<file path="config.mk">
export PLATFORM = sky130hd
export DESIGN_NAME = conv_window_ctrl
export DESIGN_NICKNAME = d
export VERILOG_FILES = /design/src/rtl/conv_window_ctrl_pkg.sv /design/src/rtl/conv_window_ctrl_line_buffer.sv /design/src/rtl/conv_window_ctrl.sv
export SDC_FILE = /design/constraint.sdc
export NUM_CORES = 1
export LEC_CHECK = 0
export CAP_MARGIN = 20
export CORE_MARGIN = 2
export CORE_UTILIZATION = 55
export CTS_CLUSTER_DIAMETER = 200
export DETAILED_ROUTE_END_ITERATION = 16
export DONT_BUFFER_PORTS = 1
export PLACE_DENSITY = 0.7
export SETUP_SLACK_MARGIN = 0.15
export SLEW_MARGIN = 20
export SYNTH_ARGS = -nofsm -noshare
export SYNTH_HDL_FRONTEND = slang
export SYNTH_SLANG_ARGS = --single-unit
export TNS_END_PERCENT = 30
</file>
<file path="constraint.sdc">
create_clock -name clk -period 47.4 [get_ports clk]
set_input_delay 9.48 -clock clk [delete_from_list [all_inputs] [get_ports clk]]
set_output_delay 9.48 -clock clk [all_outputs]
set_load 0.01 [all_outputs]
</file>
<file path="src/rtl/conv_window_ctrl_pkg.sv">
// Shared definitions for the 3x3 window controller: FSM encoding, window
// geometry and the helper that flattens a window into the mac_unit word.
package conv_window_ctrl_pkg;

    localparam int PIX_W    = 8;
    localparam int KSIZE    = 3;
    localparam int WIN_TAPS = KSIZE * KSIZE;
    localparam int WIN_BITS = PIX_W * WIN_TAPS;

    typedef enum logic [1:0] {
        ST_IDLE  = 2'd0,
        ST_RUN   = 2'd1,
        ST_DRAIN = 2'd2,
        ST_DONE  = 2'd3
    } state_e;

    typedef logic [PIX_W-1:0] pix_t;

    // Indexed [row][col]; row 0 is the oldest line, col 0 the leftmost pixel.
    typedef pix_t [KSIZE-1:0][KSIZE-1:0] win_t;

    // Row-major flattening with the top-left pixel in the most significant byte.
    function automatic logic [WIN_BITS-1:0] pack_window(input win_t w);
        logic [WIN_BITS-1:0] flat;
        flat = '0;
        for (int r = 0; r < KSIZE; r++) begin
            for (int c = 0; c < KSIZE; c++) begin
                flat[WIN_BITS-1-(r*KSIZE+c)*PIX_W -: PIX_W] = w[r][c];
            end
        end
        return flat;
    endfunction

endpackage

</file>
<file path="src/rtl/conv_window_ctrl_line_buffer.sv">
// One image line of delay: a DEPTH-deep shift register that advances only on
// accepted pixels, so dout_o is the pixel from the same column one line above.
// Contents are never reset; stale data is never used for an issued window.
module line_buffer
    import conv_window_ctrl_pkg::*;
#(
    parameter int DATA_WIDTH = PIX_W,
    parameter int DEPTH      = 64
) (
    input  logic                  clk,
    input  logic                  shift_i,
    input  logic [DATA_WIDTH-1:0] din_i,
    output logic [DATA_WIDTH-1:0] dout_o
);

    logic [DATA_WIDTH-1:0] mem_q [DEPTH];

    // Shift one position per accepted pixel.
    always_ff @(posedge clk) begin
        if (shift_i) begin
            mem_q[0] <= din_i;
            for (int i = 1; i < DEPTH; i++) begin
                mem_q[i] <= mem_q[i-1];
            end
        end
    end

    assign dout_o = mem_q[DEPTH-1];

endmodule

</file>
<file path="src/rtl/conv_window_ctrl.sv">
// Frame controller for the 3x3 MAC path: buffers two lines of a raster pixel
// stream, issues every fully-inside 3x3 window to mac_unit, registers the
// returned results, tags the last one of the frame and pulses frame_done.
// DATA_WIDTH must match the package pixel width (window packing is fixed).
module conv_window_ctrl
    import conv_window_ctrl_pkg::*;
#(
    parameter int DATA_WIDTH  = PIX_W,
    parameter int KERNEL_SIZE = KSIZE,
    parameter int IMG_WIDTH   = 64,
    parameter int IMG_HEIGHT  = 64
) (
    input  logic                  clk,
    input  logic                  rst_n,
    input  logic                  start,
    input  logic [DATA_WIDTH-1:0] pix_in,
    input  logic                  pix_valid,
    output logic                  pix_ready,
    output logic [WIN_BITS-1:0]   win_data,
    output logic                  win_valid,
    input  logic [DATA_WIDTH-1:0] mac_result,
    input  logic                  mac_valid,
    output logic [DATA_WIDTH-1:0] res_data,
    output logic                  res_valid,
    output logic                  res_last,
    output logic                  busy,
    output logic                  frame_done
);

    localparam int N     = (IMG_WIDTH - KERNEL_SIZE + 1) * (IMG_HEIGHT - KERNEL_SIZE + 1);
    localparam int COL_W = $clog2(IMG_WIDTH);
    localparam int ROW_W = $clog2(IMG_HEIGHT);
    localparam int CNT_W = (N > 1) ? $clog2(N) : 1;

    state_e                state_q, state_d;
    logic [COL_W-1:0]      col_q, col_d;
    logic [ROW_W-1:0]      row_q, row_d;
    logic [CNT_W-1:0]      cnt_q, cnt_d;
    win_t                  win_q, win_d;
    logic                  win_valid_q, win_valid_d;
    logic [WIN_BITS-1:0]   win_data_q, win_data_d;
    logic                  res_valid_q, res_valid_d;
    logic [DATA_WIDTH-1:0] res_data_q, res_data_d;
    logic                  res_last_q, res_last_d;

    logic                  accept;
    logic                  last_pix;
    logic                  issue;
    logic                  mac_ok;
    logic [DATA_WIDTH-1:0] lb_r1;
    logic [DATA_WIDTH-1:0] lb_r2;

    assign accept   = pix_valid && (state_q == ST_RUN);
    assign last_pix = accept && (row_q == ROW_W'(IMG_HEIGHT-1)) && (col_q == COL_W'(IMG_WIDTH-1));
    // Only windows whose three columns all belong to the current line are issued.
    assign issue    = accept && (row_q >= ROW_W'(KERNEL_SIZE-1)) && (col_q >= COL_W'(KERNEL_SIZE-1));
    assign mac_ok   = mac_valid && ((state_q == ST_RUN) || (state_q == ST_DRAIN));

    // Cascaded line delays: first tap is row r-1, second is row r-2.
    line_buffer #(.DATA_WIDTH(DATA_WIDTH), .DEPTH(IMG_WIDTH)) u_lb_r1 (
        .clk     (clk),
        .shift_i (accept),
        .din_i   (pix_in),
        .dout_o  (lb_r1)
    );

    line_buffer #(.DATA_WIDTH(DATA_WIDTH), .DEPTH(IMG_WIDTH)) u_lb_r2 (
        .clk     (clk),
        .shift_i (accept),
        .din_i   (lb_r1),
        .dout_o  (lb_r2)
    );

    // Next state and status outputs of the frame FSM.
    always_comb begin
        state_d    = state_q;
        pix_ready  = 1'b0;
        busy       = 1'b0;
        frame_done = 1'b0;
        case (state_q)
            ST_IDLE: begin
                if (start) state_d = ST_RUN;
            end
            ST_RUN: begin
                pix_ready = 1'b1;
                busy      = 1'b1;
                if (last_pix) state_d = ST_DRAIN;
            end
            ST_DRAIN: begin
                busy = 1'b1;
                if (res_last_q) state_d = ST_DONE;
            end
            ST_DONE: begin
                frame_done = 1'b1;
                state_d    = ST_IDLE;
            end
            default: state_d = ST_IDLE;
        endcase
    end

    // Raster position and result counters; all restart when a frame starts.
    always_comb begin
        col_d = col_q;
        row_d = row_q;
        cnt_d = cnt_q;
        if ((state_q == ST_IDLE) && start) begin
            col_d = '0;
            row_d = '0;
            cnt_d = '0;
        end else begin
            if (accept) begin
                if (col_q == COL_W'(IMG_WIDTH-1)) begin
                    col_d = '0;
                    row_d = row_q + 1'b1;
                end else begin
                    col_d = col_q + 1'b1;
                end
            end
            if (mac_ok) cnt_d = cnt_q + 1'b1;
        end
    end

    // Window shift (new column enters on the right) and output staging.
    always_comb begin
        win_d = win_q;
        if (accept) begin
            for (int r = 0; r < KSIZE; r++) begin
                for (int c = 0; c < KSIZE-1; c++) begin
                    win_d[r][c] = win_q[r][c+1];
                end
            end
            win_d[0][KSIZE-1] = lb_r2;
            win_d[1][KSIZE-1] = lb_r1;
            win_d[2][KSIZE-1] = pix_in;
        end
        win_valid_d = issue;
        win_data_d  = issue ? pack_window(win_d) : win_data_q;
        res_valid_d = mac_ok;
        res_data_d  = mac_ok ? mac_result : res_data_q;
        res_last_d  = mac_ok && (cnt_q == CNT_W'(N-1));
    end

    // State, counters and window/result registers.
    always_ff @(posedge clk or negedge rst_n) begin
        if (!rst_n) begin
            state_q     <= ST_IDLE;
            col_q       <= '0;
            row_q       <= '0;
            cnt_q       <= '0;
            win_q       <= '0;
            win_valid_q <= 1'b0;
            win_data_q  <= '0;
            res_valid_q <= 1'b0;
            res_data_q  <= '0;
            res_last_q  <= 1'b0;
        end else begin
            state_q     <= state_d;
            col_q       <= col_d;
            row_q       <= row_d;
            cnt_q       <= cnt_d;
            win_q       <= win_d;
            win_valid_q <= win_valid_d;
            win_data_q  <= win_data_d;
            res_valid_q <= res_valid_d;
            res_data_q  <= res_data_d;
            res_last_q  <= res_last_d;
        end
    end

    assign win_valid = win_valid_q;
    assign win_data  = win_data_q;
    assign res_valid = res_valid_q;
    assign res_data  = res_data_q;
    assign res_last  = res_last_q;

endmodule
</file>
==> qor.csv <==
metric,value,unit
critical_path_class,primary input to register,
cts.sinks,1181,
synthesis.area,0.0371,mm²
cpPeakStageDelay,0.72,ns
cts_tree,done,
busiest_layer,met1,
cp_num_buf_inv,5,
area_delta_synth_final,12.5,%
vdd_drop_max,0.0316,mV
synth_warnings,0,
htreeDepth,3,
wl,47000,µm
final_common_cell,edfxtp_1,
rrSetupSlack,42.83,ns
path_depth,6,
final_cell_mix,"edfxtp_1 (1024), dfrtp_1 (157), nand2_1 (156)",
min_period_over_period,0.264,
cp_cell_sequence,"nand2_2, buf_4, inv_8, buf_6, buf_12, buf_6",
drtPass1Iterations,5,
crit_arrival,12.80,ns
combPwrFrac,0.027,
routedWlPerCell,18.0,µm
path_clk_slew,0.06,ns
ys_seq_elements,1181,
use_met3,0.0440,
fin_ws,34.87,ns
synth_top_area_share,0.830,
pwr-share-seq,0.570,
viasPerCell,5.15,
r2r-end,u_lb_r2.mem_q[3][53],
p_clk_frac,0.403,
die_y,264,µm
root_buffer,clkbuf_16,
vias,13470,
fmax,79.8,MHz
final_cells,2613,
hold_viol,0,
io_pins,107,
drv_cap,0,
r2r_start,state_q[1],
cp_max_fo,172,
min_path_cells,0,
post_cts_buffers,0,
grt_use_total,0.136,
yosysTopAreaCell,edfxtp_1,
drive_gt1_frac,0.148,
drc,0,
nets,1683,
ctsHoldBuffers,0,
seq_area_frac_synth,0.936,
rows,95,
worst_r2r_path_depth,8,
numCtsBuffers,106,
dp.cells,2417,
fillers,4361,
overflow,0,
die_w,264,µm
ys_top_cells_by_area,"edfxtp_1 (83%), dfrtp_1 (11%), mux2_2 (2.3%)",
gr-usage-met2,0.193,
leakagePower,12.8,nW
power.density,50.8,mW/mm²
coreArea,0.0669,mm²
first_global_vias,13520,
syn_inst,1560,
clockBufferDepth,3,
setup_viol_count_final,0,
start_util,0.554,
grt_max_degree,228,
p_switching,0.000429,W
slowest_stage,buf_6,
cts_resized,0,
status,completed,
seq_area,0.0347,mm²
skew,0.0228,ns
grt_pass1_wl,74400,µm
synth.distinct_cells,33,
n_antenna_cell,0,
min_period,12.53,ns
internal_power,0.00169,W
dp_slack,33.62,ns
portBuffers,0,
finalCoreUtilization,0.623,
slew_viol_final,0,
setup_tns,0,ns
path_common_cell,buf_6,
antenna_found_initial,0,
drt_iter0_drc,1233,
worst_slew_pin_slew,1.03,ns
synth.net_count,1590,
min_to,u_lb_r2.mem_q[2][51],
swShare,0.202,
hold_start,u_lb_r2.mem_q[2][43],
dieArea,0.0695,mm²
clk_latency,0.65,ns
start_kind,primary input,
slew_headroom,0.315,
rsz0062_at_grt,false,
syn_area_per_cell,23.8,µm²
required,47.67,ns
dp_hpwl,21300,µm
ant_nets,0,
hold_path.class,register to register,
multi_input_area,0.00218,mm²
cp-end-kind,register,
met1_usage,0.202,
place_congestion,0.762,
crit_family,buffers and inverters,
cells in the mapped netlist:
cell type and n:
buf_6 7, nor4_1 4, edfxtp_1 1024, clkinv_1 1, mux2_1 6, and2_1 2, clkbuf_1 16, a222oi_1 1
xor2_1 2, a311oi_1 2, nand3_1 9, or3_1 2, inv_1 12, mux2_2 75, a22oi_1 1, buf_1 4
or4_1 3, a2bb2oi_1 1, nand4_1 5, or4_4 1, o31ai_1 2, o21ai_0 2, dfrtp_1 157, a21oi_1 8
mux2i_1 1, nor3_1 7, ha_1 9, and4_1 1, nand2_1 157, xnor2_1 12, nor2_1 24, o31ai_4 1
nand2b_1 1
worst max-delay path by stage:
| stage | startpoint | end |
|---|---|---|
| CTS | pix_valid | u_lb_r1.mem_q[1][255] |
| global placement | pix_valid | u_lb_r2.mem_q[0][63] |
| global route | pix_valid | u_lb_r1.mem_q[1][183] |
| finish | pix_valid | u_lb_r2.mem_q[3][53] |
| floorplan | pix_valid | u_lb_r1.mem_q[0][0] |
| detailed placement | pix_valid | u_lb_r2.mem_q[3][121] |
worst register-to-register path: cells and delay by family, from the launching register on:
family                   cells  cell delay (ns)
AND/OR/NAND/NOR              1             0.07
buffers and inverters        6             3.36
adder cells (fa/ha/maj)      1             0.31
flip-flops                   1             0.41
registers in the layout (all words and copies together) (netlist names):
signal	flops
u_lb_r2.mem_q	512
res_data	8
win_q	48
col_q	6
res_valid	1
win_valid	1
cnt_q	12
row_q	6
win_data	72
u_lb_r1.mem_q	512
state_q	2
res_last	1
kinds of logic after synthesis:
kind of cell    share of synthesized area
buf+inv                           0.00547
compound gates                    0.00351
xor+xnor                          0.00331
flops                               0.936
mux                                0.0249
fa+ha+maj                         0.00304
simple gates                       0.0240
power groups by stage:
stage / sequential, W / clock (W) / combinational (W)
2_1_floorplan: 0.00127 / 0 / 0.0000499
3_3_place_gp: 0.00123 / 0 / 0.0000556
3_5_place_dp: 0.00123 / 0 / 0.0000586
4_1_cts: 0.00121 / 0.000878 / 0.0000589
5_1_grt: 0.00121 / 0.000917 / 0.0000658
6_report: 0.00121 / 0.000854 / 0.0000581
final cells by class:
class | count | share of cell area
multi-input combinational | 339 | 0.0523
clock buffer | 133 | 0.0683
inverter | 13 | 0.00135
timing repair buffer | 12 | 0.00372
tap | 873 | 0.0262
sequential | 1181 | 0.832
clock inverter | 62 | 0.0164
routing by layer:
| metal | wire (µm) | up-vias | share of wire |
|---|---|---|---|
| li1 | - | 6156 | - |
| met1 | 22400 | 6957 | 0.48 |
| met2 | 20800 | 268 | 0.44 |
| met3 | 2790 | 89 | 0.059 |
| met4 | 1040 | 0 | 0.022 |
| met5 | 0 | - | 0 |
stage by stage:
stage / hold WS (ns) / area [µm²] / total power, W
after global placement: 0.400 / 38100 / 0.00128
after global routing: 0.419 / 41700 / 0.00219
after CTS: 0.413 / 41700 / 0.00214
final: 0.413 / 41700 / 0.00212
after detailed placement: 0.405 / 38100 / 0.00129
after floorplan: 0.400 / 37100 / 0.00132
(Power assumes the default switching activity.)
